### config.mk
export PLATFORM = sky130hd
export DESIGN_NAME = alu_op_sequencer_flat
export DESIGN_NICKNAME = d
export VERILOG_FILES = /design/src/rtl/alu_op_sequencer_if.sv /design/src/rtl/alu_op_sequencer.sv /design/src/flat_wrapper.sv
export SDC_FILE = /design/constraint.sdc
export NUM_CORES = 1
export LEC_CHECK = 0
export CAP_MARGIN = 20
export CORE_UTILIZATION = 46
export DETAILED_ROUTE_END_ITERATION = 7
export GPL_TIMING_DRIVEN = 0
export PLACE_DENSITY_LB_ADDON = 0.3
export SYNTH_ARGS = -nofsm -noshare
export SYNTH_HDL_FRONTEND = slang
export SYNTH_SLANG_ARGS = --single-unit
### constraint.sdc
create_clock -name clk -period 2.7 [get_ports clk]
set_clock_uncertainty 0.1 [all_clocks]
set_input_delay 0.54 -clock clk [delete_from_list [all_inputs] [get_ports clk]]
set_output_delay 0.54 -clock clk [all_outputs]
set_load 0.005 [all_outputs]
### src/rtl/alu_op_sequencer_if.sv
// Command handshake, shared-bus view and ALU control/operand signals of the ALU op sequencer.
// Handshake: a command transfers on a rising edge where cmd_valid && cmd_ready; cmd_op is sampled only then.
interface alu_op_sequencer_if #(
    parameter int WIDTH = 8
);
    logic             cmd_valid;
    logic             cmd_ready;
    logic [1:0]       cmd_op;
    logic             done;
    logic             src_oe;
    logic [WIDTH-1:0] bus;
    logic             alu_oe;
    logic             alu_sub;
    logic             cf_in;
    logic [WIDTH-1:0] a;
    logic [WIDTH-1:0] b;
    logic             z_flag;
    logic             c_flag;
    logic [2:0]       dbg_state;

    modport master (
        output cmd_valid, cmd_op, bus, cf_in,
        input  cmd_ready, done, src_oe, alu_oe, alu_sub, a, b, z_flag, c_flag, dbg_state
    );

    modport slave (
        input  cmd_valid, cmd_op, bus, cf_in,
        output cmd_ready, done, src_oe, alu_oe, alu_sub, a, b, z_flag, c_flag, dbg_state
    );
endinterface

### src/rtl/alu_op_sequencer.sv
// Control/operand end of an 8-bit SAP-style ALU: fetches operands off the shared bus,
// enables the ALU and captures result and flags back into A.
module alu_op_sequencer #(
    parameter int WIDTH = 8
) (
    input logic               clk,
    input logic               rst_n,
    alu_op_sequencer_if.slave bus_if
);
    typedef enum logic [2:0] {
        S_IDLE    = 3'd0,
        S_FETCH_A = 3'd1,
        S_FETCH_B = 3'd2,
        S_EXEC    = 3'd3,
        S_DONE    = 3'd4
    } state_t;

    state_t           state_q, state_d;
    logic [WIDTH-1:0] a_q, a_d;
    logic [WIDTH-1:0] b_q, b_d;
    logic             z_q, z_d;
    logic             c_q, c_d;
    logic             sub_q, sub_d;
    logic             src_oe_q, src_oe_d;
    logic             alu_oe_q, alu_oe_d;
    logic             alu_sub_q, alu_sub_d;
    logic             cmd_ready_q, cmd_ready_d;
    logic             done_q, done_d;

    always_comb begin
        state_d = state_q;
        a_d     = a_q;
        b_d     = b_q;
        z_d     = z_q;
        c_d     = c_q;
        sub_d   = sub_q;
        case (state_q)
            S_IDLE: begin
                if (bus_if.cmd_valid) begin
                    case (bus_if.cmd_op)
                        2'b00: state_d = S_FETCH_A;
                        2'b01: begin
                            state_d = S_FETCH_B;
                            sub_d   = 1'b0;
                        end
                        2'b10: begin
                            state_d = S_FETCH_B;
                            sub_d   = 1'b1;
                        end
                        default: state_d = S_DONE;
                    endcase
                end
            end
            S_FETCH_A: begin
                a_d     = bus_if.bus;
                state_d = S_DONE;
            end
            S_FETCH_B: begin
                b_d     = bus_if.bus;
                state_d = S_EXEC;
            end
            S_EXEC: begin
                // The ALU result is on the bus this cycle; capture it with its flags.
                a_d     = bus_if.bus;
                z_d     = (bus_if.bus == '0);
                c_d     = bus_if.cf_in;
                state_d = S_DONE;
            end
            S_DONE:  state_d = S_IDLE;
            default: state_d = S_IDLE;
        endcase
    end

    // Outputs are registered decodes of the next state, so they depend on state only.
    always_comb begin
        src_oe_d    = (state_d == S_FETCH_A) || (state_d == S_FETCH_B);
        alu_oe_d    = (state_d == S_EXEC);
        alu_sub_d   = (state_d == S_EXEC) && sub_d;
        cmd_ready_d = (state_d == S_IDLE);
        done_d      = (state_d == S_DONE);
    end

    always_ff @(posedge clk) begin
        if (!rst_n) begin
            state_q     <= S_IDLE;
            a_q         <= '0;
            b_q         <= '0;
            z_q         <= 1'b0;
            c_q         <= 1'b0;
            sub_q       <= 1'b0;
            src_oe_q    <= 1'b0;
            alu_oe_q    <= 1'b0;
            alu_sub_q   <= 1'b0;
            cmd_ready_q <= 1'b1;
            done_q      <= 1'b0;
        end else begin
            state_q     <= state_d;
            a_q         <= a_d;
            b_q         <= b_d;
            z_q         <= z_d;
            c_q         <= c_d;
            sub_q       <= sub_d;
            src_oe_q    <= src_oe_d;
            alu_oe_q    <= alu_oe_d;
            alu_sub_q   <= alu_sub_d;
            cmd_ready_q <= cmd_ready_d;
            done_q      <= done_d;
        end
    end

    assign bus_if.cmd_ready = cmd_ready_q;
    assign bus_if.done      = done_q;
    assign bus_if.src_oe    = src_oe_q;
    assign bus_if.alu_oe    = alu_oe_q;
    assign bus_if.alu_sub   = alu_sub_q;
    assign bus_if.a         = a_q;
    assign bus_if.b         = b_q;
    assign bus_if.z_flag    = z_q;
    assign bus_if.c_flag    = c_q;
    assign bus_if.dbg_state = state_q;
endmodule

### src/flat_wrapper.sv
// flat-port wrapper written by rule: the top's interface ports become plain ports
module alu_op_sequencer_flat 
#(
    parameter int WIDTH = 8
)
  (clk, rst_n, bus_if_cmd_valid, bus_if_cmd_op, bus_if_bus, bus_if_cf_in, bus_if_cmd_ready, bus_if_done, bus_if_src_oe, bus_if_alu_oe, bus_if_alu_sub, bus_if_a, bus_if_b, bus_if_z_flag, bus_if_c_flag, bus_if_dbg_state);
  alu_op_sequencer_if #(.WIDTH(WIDTH)) bus_if_i ();
  input logic clk;
  input logic rst_n;
  input wire logic [$bits(bus_if_i.cmd_valid)-1:0] bus_if_cmd_valid;
  input wire logic [$bits(bus_if_i.cmd_op)-1:0] bus_if_cmd_op;
  input wire logic [$bits(bus_if_i.bus)-1:0] bus_if_bus;
  input wire logic [$bits(bus_if_i.cf_in)-1:0] bus_if_cf_in;
  output wire logic [$bits(bus_if_i.cmd_ready)-1:0] bus_if_cmd_ready;
  output wire logic [$bits(bus_if_i.done)-1:0] bus_if_done;
  output wire logic [$bits(bus_if_i.src_oe)-1:0] bus_if_src_oe;
  output wire logic [$bits(bus_if_i.alu_oe)-1:0] bus_if_alu_oe;
  output wire logic [$bits(bus_if_i.alu_sub)-1:0] bus_if_alu_sub;
  output wire logic [$bits(bus_if_i.a)-1:0] bus_if_a;
  output wire logic [$bits(bus_if_i.b)-1:0] bus_if_b;
  output wire logic [$bits(bus_if_i.z_flag)-1:0] bus_if_z_flag;
  output wire logic [$bits(bus_if_i.c_flag)-1:0] bus_if_c_flag;
  output wire logic [$bits(bus_if_i.dbg_state)-1:0] bus_if_dbg_state;
  assign bus_if_i.cmd_valid = bus_if_cmd_valid;
  assign bus_if_i.cmd_op = bus_if_cmd_op;
  assign bus_if_i.bus = bus_if_bus;
  assign bus_if_i.cf_in = bus_if_cf_in;
  assign bus_if_cmd_ready = bus_if_i.cmd_ready;
  assign bus_if_done = bus_if_i.done;
  assign bus_if_src_oe = bus_if_i.src_oe;
  assign bus_if_alu_oe = bus_if_i.alu_oe;
  assign bus_if_alu_sub = bus_if_i.alu_sub;
  assign bus_if_a = bus_if_i.a;
  assign bus_if_b = bus_if_i.b;
  assign bus_if_z_flag = bus_if_i.z_flag;
  assign bus_if_c_flag = bus_if_i.c_flag;
  assign bus_if_dbg_state = bus_if_i.dbg_state;
  alu_op_sequencer #(.WIDTH(WIDTH)) u_core (.clk(clk), .rst_n(rst_n), .bus_if(bus_if_i));
endmodule
==> impl_metrics.ini, run 1 <==
[die]
io_pins = 40
core-area_mm2 = 0.00225
die_h_um = 51.2
die_w_um = 51.2
die_area_mm2 = 0.00262
start_util_pct = 49.4
rows = 17

[setup_path]
critPathLaunchType = register
cp_cell_sequence = clkdlybuf4s50_1
path_class = reg2out
startpoint = u_core.bus_if.dbg_state[2]
crit_required_ps = 2060
r2r_cells = 4
cp.depth = 1
r2r_start = u_core.bus_if.dbg_state[1]
arrival_ps = 1420
r2r_end = u_core.bus_if.src_oe
cp_top_family = buffers and inverters
r2r_slack_ps = 1360
critPathBufInv = 1
max_stage_delay_ps = 580
worstPathMaxFanout = 7
cp_slowest_cell = clkdlybuf4s50_1
endpoint = bus_if_dbg_state[2]
cp-end-kind = primary output

[placed_design]
globalplace.congestion = 0.832
io_buffers = 39
dp_hpwl_um = 1810
placed_cells = 181

[timing]
final_max_slew_viol_count = 0
relSlewSlack_pct = 78.5
tns_ps = 0
timing.final.crit_share_pct = 76.4
max_slew.worst_pin.slew_ps = 319
fin_crit_ps = 2060
rsz0062_at_grt = no
final-hold-violation-count = 0
max_freq_ghz = 0.485
setup_viol = 0

[clock_network]
postCtsHoldBufs = 0
cts_resized = 0
cts.clk_slew.worst_paths_ps = 140
cts_sinks = 27
cts_made_buffers = 3
cts_tree = built
clock_latency_ps = 320
clock_path_buffers = 2
ctsRootBufferMaster = clkbuf_4
cts_max_level = 1
post-cts-setup-buffers = 0

[hold_path]
hp-class = reg2reg
hold_path_depth = 2

[power_and_ir_drop]
share_comb_of_total_power_pct = 20.3
swShare_pct = 25.3
switchingPower_uw = 192
pwr-share-seq_pct = 57.0
p_int_uw = 569
peakVddDrop_mv = 0.394
clkPwrFrac_pct = 22.7
power_uw = 761
leakagePower_nw = 0.561
cellPowerDensity_mw_per_mm2 = 486

[cells_and_area]
layout_common_cells = clkdlybuf4s50_1 (39), dfxtp_1 (27), nand2_1 (19), nor2b_1 (9), mux2i_1 (8)
multiInputGateArea_um2 = 523
diodes = 0
regArea_um2 = 541
layout-drive-gt1-share_pct = 6.37
mostFrequentLayoutCell = clkdlybuf4s50_1
fill_cells = 191
syn2layout_area_growth_pct = 40.6
utilization_pct = 69.4
fin_nets = 175
final_cells = 185

[detailed_routing]
vias = 937
postRouteAntennaNets = 0
drc = 0
routed_via_density = 5.06
dr.first_iter.drc_count = 14
detail_route.wl_per_cell_um = 12.9
firstDrtPassIters = 4
routed_wl_um = 2390

[synthesis]
syn_area_per_cell_um2 = 9.77
synth_edf_count = 0
synth_area_mm2 = 0.00111
synth_seq_cells = 27
yosys_warnings = 0
synth_fp_nets = 131
synth_cell_types = 30
syn_inst = 114
yosysSeqAreaShare_pct = 48.5
dominantRegCellSynth = dfxtp_1
async_reset_ff_share_pct = 0

[global_route]
antenna_found_initial = 0
grt_pass1_wl_um = 3840
grt_pass1_vias = 879
grt_max_degree = 15
overflow = 0
grt_usage_pct = 19.8

[status]
outcome = complete, no violations

[job]
cap_violations = 0
==> area by class of cell <==
cell class	instances	share of cell area, %
well taps	28	2.24
plain buffers	6	2.48
clock buffers	4	1.68
flip-flops and latches	27	34.5
multi-input cells	78	33.4
inverters	3	0.719
repair buffers	39	24.9
==> worst min path at each step <==
| stage | from | end |
|---|---|---|
| after global routing | u_core.bus_if.c_flag | u_core.bus_if.c_flag |
| after CTS | u_core.bus_if.c_flag | u_core.bus_if.c_flag |
| after detailed placement | u_core.bus_if.c_flag | u_core.bus_if.c_flag |
| final | u_core.bus_if.c_flag | u_core.bus_if.c_flag |
| after global placement | u_core.bus_if.c_flag | u_core.bus_if.c_flag |
| after floorplan | u_core.bus_if.a[7] | u_core.bus_if.a[7] |
==> power groups by stage <==
stage / combinational (mW) / clock [mW] / sequential (mW)
after CTS: 0.155 / 0.179 / 0.434
final: 0.155 / 0.173 / 0.433
after global routing: 0.168 / 0.193 / 0.436
after global placement: 0.150 / 0 / 0.441
after detailed placement: 0.154 / 0 / 0.442
after floorplan: 0.0729 / 0 / 0.443
==> per-stage QoR <==
step	hold WS, ps	worst slack, ps	area, um^2
4_1_cts	366	635	1570
3_3_place_gp	344	470	1540
5_1_grt	403	581	1570
3_5_place_dp	347	423	1540
2_1_floorplan	351	1030	1110
6_report	368	636	1570
==> cells in the mapped netlist (2+ instances only) <==
library cell	count	share of area [%]
a21boi_1	4	2.7
clkbuf_1	2	0.67
inv_1	3	1.0
nand3_1	3	1.3
dfxtp_1	27	49
o21a_1	2	1.3
ha_1	3	3.4
nand3b_1	2	1.3
a21boi_0	7	4.7
and3b_1	2	1.6
nor2b_1	9	5.1
nand2_1	19	6.4
mux2i_1	8	7.2
a21oi_1	3	1.3
nor4_1	2	1.1
nor2_1	3	1.0
buf_4	2	1.3
==> kinds of logic after synthesis <==
group / after synthesis / synth area share, %
simple gates: 46 / 22.5
flops: 27 / 48.5
compound gates: 20 / 13.1
buf+inv: 9 / 4.49
mux: 8 / 7.19
fa+ha+maj: 3 / 3.37
xor+xnor: 1 / 0.787
==> routing by layer <==
layer | routed length, um | track usage [%]
met4 | 31 | 9.72
met2 | 1090 | 34.9
met5 | 0 | 0
met1 | 1150 | 23.1
met3 | 116 | 3.27
Power figures use the tool's default switching activity.
==> run 2, diff against run 1 <==
--- a/config.mk
+++ b/config.mk
@@ -6,7 +6,7 @@
 export NUM_CORES = 1
 export LEC_CHECK = 0
 export CAP_MARGIN = 20
-export CORE_UTILIZATION = 46
+export CORE_UTILIZATION = 43
 export DETAILED_ROUTE_END_ITERATION = 7
 export GPL_TIMING_DRIVEN = 0
 export PLACE_DENSITY_LB_ADDON = 0.3
==> constraint.sdc (replaced) <==
create_clock -name clk -period 2.1 [get_ports clk]
set_clock_uncertainty 0.1 [all_clocks]
set_input_delay 0.42 -clock clk [delete_from_list [all_inputs] [get_ports clk]]
set_output_delay 0.42 -clock clk [all_outputs]
set_load 0.005 [all_outputs]
==> impl_metrics.ini, run 2 (synthesis gave the netlist of run 1 again) <==
[setup_path]
max_stage_delay_ps = 570
worstPathMaxFanout = 7
arrival_ps = 1410
crit_required_ps = 1580
critPathLaunchType = register
cp_top_family = buffers and inverters
startpoint = u_core.bus_if.dbg_state[0]
cp_cell_sequence = clkdlybuf4s50_1
critPathBufInv = 1
cp.depth = 1
r2r_cells = 4
r2r_start = u_core.bus_if.dbg_state[1]
cp-end-kind = primary output
cp_slowest_cell = clkdlybuf4s50_1
path_class = reg2out

[detailed_routing]
postRouteAntennaNets = 0
vias = 922
routed_wl_um = 2330
detail_route.wl_per_cell_um = 12.5
routed_via_density = 4.93
dr.first_iter.drc_count = 11
firstDrtPassIters = 4
drc = 0

[cells_and_area]
final_cells = 187
regArea_um2 = 541
diodes = 0
stdcell_area_mm2 = 0.00157
multiInputGateArea_um2 = 523
syn2layout_area_growth_pct = 40.8
layout-drive-gt1-share_pct = 6.37
layout_common_cells = clkdlybuf4s50_1 (39), dfxtp_1 (27), nand2_1 (19), nor2b_1 (9), mux2i_1 (8)
fill_cells = 205
fin_nets = 175
mostFrequentLayoutCell = clkdlybuf4s50_1

[global_route]
overflow = 0
antenna_found_initial = 0
grt_usage_pct = 18.8
grt_pass1_vias = 882
grt_max_degree = 15
grt_pass1_wl_um = 3870

[die]
rows = 18
die_h_um = 52.9
die_area_mm2 = 0.00280
io_pins = 40
core-area_mm2 = 0.00245
die_w_um = 52.9
start_util_pct = 45.4

[clock_network]
cts_max_level = 1
clock_latency_ps = 320
cts.clk_slew.worst_paths_ps = 140
cts_tree = built
cts_made_buffers = 3
post-cts-setup-buffers = 0
ctsRootBufferMaster = clkbuf_4
clock_path_buffers = 2
cts_sinks = 27
postCtsHoldBufs = 0
cts_resized = 0

[timing]
timing.final.crit_share_pct = 91.8
relSlewSlack_pct = 77.5
max_freq_ghz = 0.519
rsz0062_at_grt = no
setup_viol = 0
final-hold-violation-count = 0
fin_ws_ps = 172
max_slew.worst_pin.slew_ps = 337
fin_crit_ps = 1930
final_max_slew_viol_count = 0

[placed_design]
globalplace.congestion = 0.823
place_area_mm2 = 0.00154
place_ws_ps = -20.7
placed_cells = 183
dp_hpwl_um = 1800
io_buffers = 39

[power_and_ir_drop]
power_uw = 976
cellPowerDensity_mw_per_mm2 = 622
leakagePower_nw = 0.561
peakVddDrop_mv = 0.573

[hold_path]
hp-class = reg2reg
hp-start = u_core.bus_if.z_flag
hold_path_depth = 2

[status]
outcome = complete, no violations

[job]
cap_violations = 0
[run 2: cell counts in the layout (fill, tap and decap cells not counted)]
Identical to the previous run, type by type.
[run 2: path summary, 6_finish.rpt]
path | to | slack, ps
min reg2reg | u_core.bus_if.z_flag | 370
max reg2reg | u_core.bus_if.alu_sub | 770
min | u_core.bus_if.z_flag | 370
max | bus_if_dbg_state[0] | 170
[run 2: report_power, final]
| group | total [mW] | switching, mW | internal (mW) |
|---|---|---|---|
| logic | 0.199 | 0.0827 | 0.117 |
| clock network | 0.219 | 0.145 | 0.0742 |
| registers | 0.557 | 0.0176 | 0.540 |
[run 2: cell type report]
type | count | area share, %
Sequential cell | 27 | 34.5
Multi-Input combinational cell | 78 | 33.4
Timing Repair Buffer | 39 | 24.9
Buffer | 6 | 2.47
Tap cell | 30 | 2.39
Clock buffer | 4 | 1.68
Inverter | 3 | 0.718
[run 2: per-stage QoR]
step	util [%]	hold slack (ps)	TNS (ps)
global placement	62.8	345	0
finish	63.9	368	0
floorplan	-	351	0
global route	63.9	407	0
CTS	63.9	374	0
detailed placement	62.8	355	-20.7
[run 2: metal layers]
layer	vias up	share of wire (%)	GRT usage (%)
met2	27	47	31.9
met4	0	0.56	7.89
met3	2	5.2	3.16
met1	418	47	23.2
met5	-	0	0
li1	475	-	-
==> run 3, diff against run 2 <==
--- a/config.mk
+++ b/config.mk
@@ -10,6 +10,7 @@
 export DETAILED_ROUTE_END_ITERATION = 7
 export GPL_TIMING_DRIVEN = 0
 export PLACE_DENSITY_LB_ADDON = 0.3
+export RECOVER_POWER = 50
 export SYNTH_ARGS = -nofsm -noshare
 export SYNTH_HDL_FRONTEND = slang
 export SYNTH_SLANG_ARGS = --single-unit
==> impl_metrics.ini, run 3 (synthesis gave the netlist of run 1 again) <==
[timing]
timing.final.crit_share_pct = 91.9
relSlewSlack_pct = 76.4
rsz0062_at_grt = no
max_freq_ghz = 0.518
setup_viol = 0
final-hold-violation-count = 0
fin_ws_ps = 171
fin_crit_ps = 1930
final_max_slew_viol_count = 0
max_slew.worst_pin.slew_ps = 353

[setup_path]
critPathLaunchType = register
crit_required_ps = 1580
cp_top_family = buffers and inverters
r2r_cells = 4
path_class = reg2out
critPathBufInv = 1
max_stage_delay_ps = 570
worstPathMaxFanout = 7
cp.depth = 1
arrival_ps = 1410
cp-end-kind = primary output
cp_slowest_cell = clkdlybuf4s50_1
cp_cell_sequence = clkdlybuf4s50_1

[die]
start_util_pct = 45.4
rows = 18
die_area_mm2 = 0.00280
die_h_um = 52.9
die_w_um = 52.9
core-area_mm2 = 0.00245
io_pins = 40

[cells_and_area]
layout-drive-gt1-share_pct = 5.73
layout_common_cells = clkdlybuf4s50_1 (34), dfxtp_1 (27), nand2_1 (19), nor2b_1 (9), a21boi_0 (9)
multiInputGateArea_um2 = 523
fin_nets = 175
syn2layout_area_growth_pct = 40.7
final_cells = 187
regArea_um2 = 541
diodes = 0
mostFrequentLayoutCell = clkdlybuf4s50_1
fill_cells = 206
stdcell_area_mm2 = 0.00157
utilization_pct = 63.8

[power_and_ir_drop]
leakagePower_nw = 0.567
clkPwrFrac_pct = 22.3
share_comb_of_total_power_pct = 20.3
cellPowerDensity_mw_per_mm2 = 620
pwr-share-seq_pct = 57.4
switchingPower_uw = 242
p_int_uw = 728
swShare_pct = 25.0
peakVddDrop_mv = 0.573
power_uw = 971

[detailed_routing]
routed_wl_um = 2340
dr.first_iter.drc_count = 13
routed_via_density = 4.92
met3_length_um = 133
vias = 920
wl_met1_um = 1100
met2_wirelength_um = 1090
detail_route.wl_per_cell_um = 12.5
routed.top_layer = met4
firstDrtPassIters = 4
drc = 0
postRouteAntennaNets = 0

[clock_network]
cts_max_level = 1
clock_latency_ps = 310
post-cts-setup-buffers = 0
cts.clk_slew.worst_paths_ps = 140
ctsRootBufferMaster = clkbuf_4
cts_sinks = 27
cts_resized = 0
cts_made_buffers = 3
cts_tree = built
postCtsHoldBufs = 0
clock_path_buffers = 2

[global_route]
grt_usage_pct = 18.8
antenna_found_initial = 0
grt_pass1_vias = 882
grt_pass1_wl_um = 3870
overflow = 0
grt_max_degree = 15

[job]
cap_violations = 0

[placed_design]
globalplace.congestion = 0.823
placed_cells = 183
place_ws_ps = -20.7
dp_hpwl_um = 1800
io_buffers = 39
place_area_mm2 = 0.00154

[status]
outcome = complete, no violations

[hold_path]
hold_path_depth = 2
hp-class = reg2reg
==> run 3: cell types whose count changed in the layout (fill, tap and decap cells not counted), sizes merged <==
cell,delta
buf,-1
clkdlybuf4s50,-5
clkbuf,+1
dlygate4sd3,+5
==> run 3: final timing paths <==
check,startpoint,to,slack [ps]
setup / recovery,u_core.bus_if.dbg_state[0],bus_if_dbg_state[0],170
hold reg to reg,u_core.bus_if.a[3],u_core.bus_if.a[3],370
setup reg to reg,u_core.bus_if.dbg_state[2],u_core.bus_if.a[4],700
hold / removal,u_core.bus_if.a[3],u_core.bus_if.a[3],370
==> run 3: per-layer routing <==
layer	vias up	global-route usage (%)
li1	474	-
met1	416	23.2
met2	28	31.9
met3	2	3.16
met4	0	7.89
met5	-	0
==> run 3: metrics by stage <==
step	hold WS (ps)	setup TNS [ps]
finish	372	0
CTS	374	0
global route	407	0
detailed placement	355	-20.7
global placement	345	0
floorplan	351	0
==> run 3: power groups by stage <==
stage          combinational, mW  sequential [mW]  clock, mW
4_1_cts                    0.200            0.558      0.226
5_1_grt                    0.218            0.561      0.241
6_report                   0.197            0.557      0.216
3_3_place_gp               0.194            0.567          0
3_5_place_dp               0.199            0.569          0
2_1_floorplan             0.0938            0.570          0
==> run 3: final cells by class <==
class,count,area share [%]
repair buffers,39,24.9
well taps,30,2.40
plain buffers,6,2.40
flip-flops and latches,27,34.5
multi-input cells,78,33.4
clock buffers,4,1.68
inverters,3,0.719
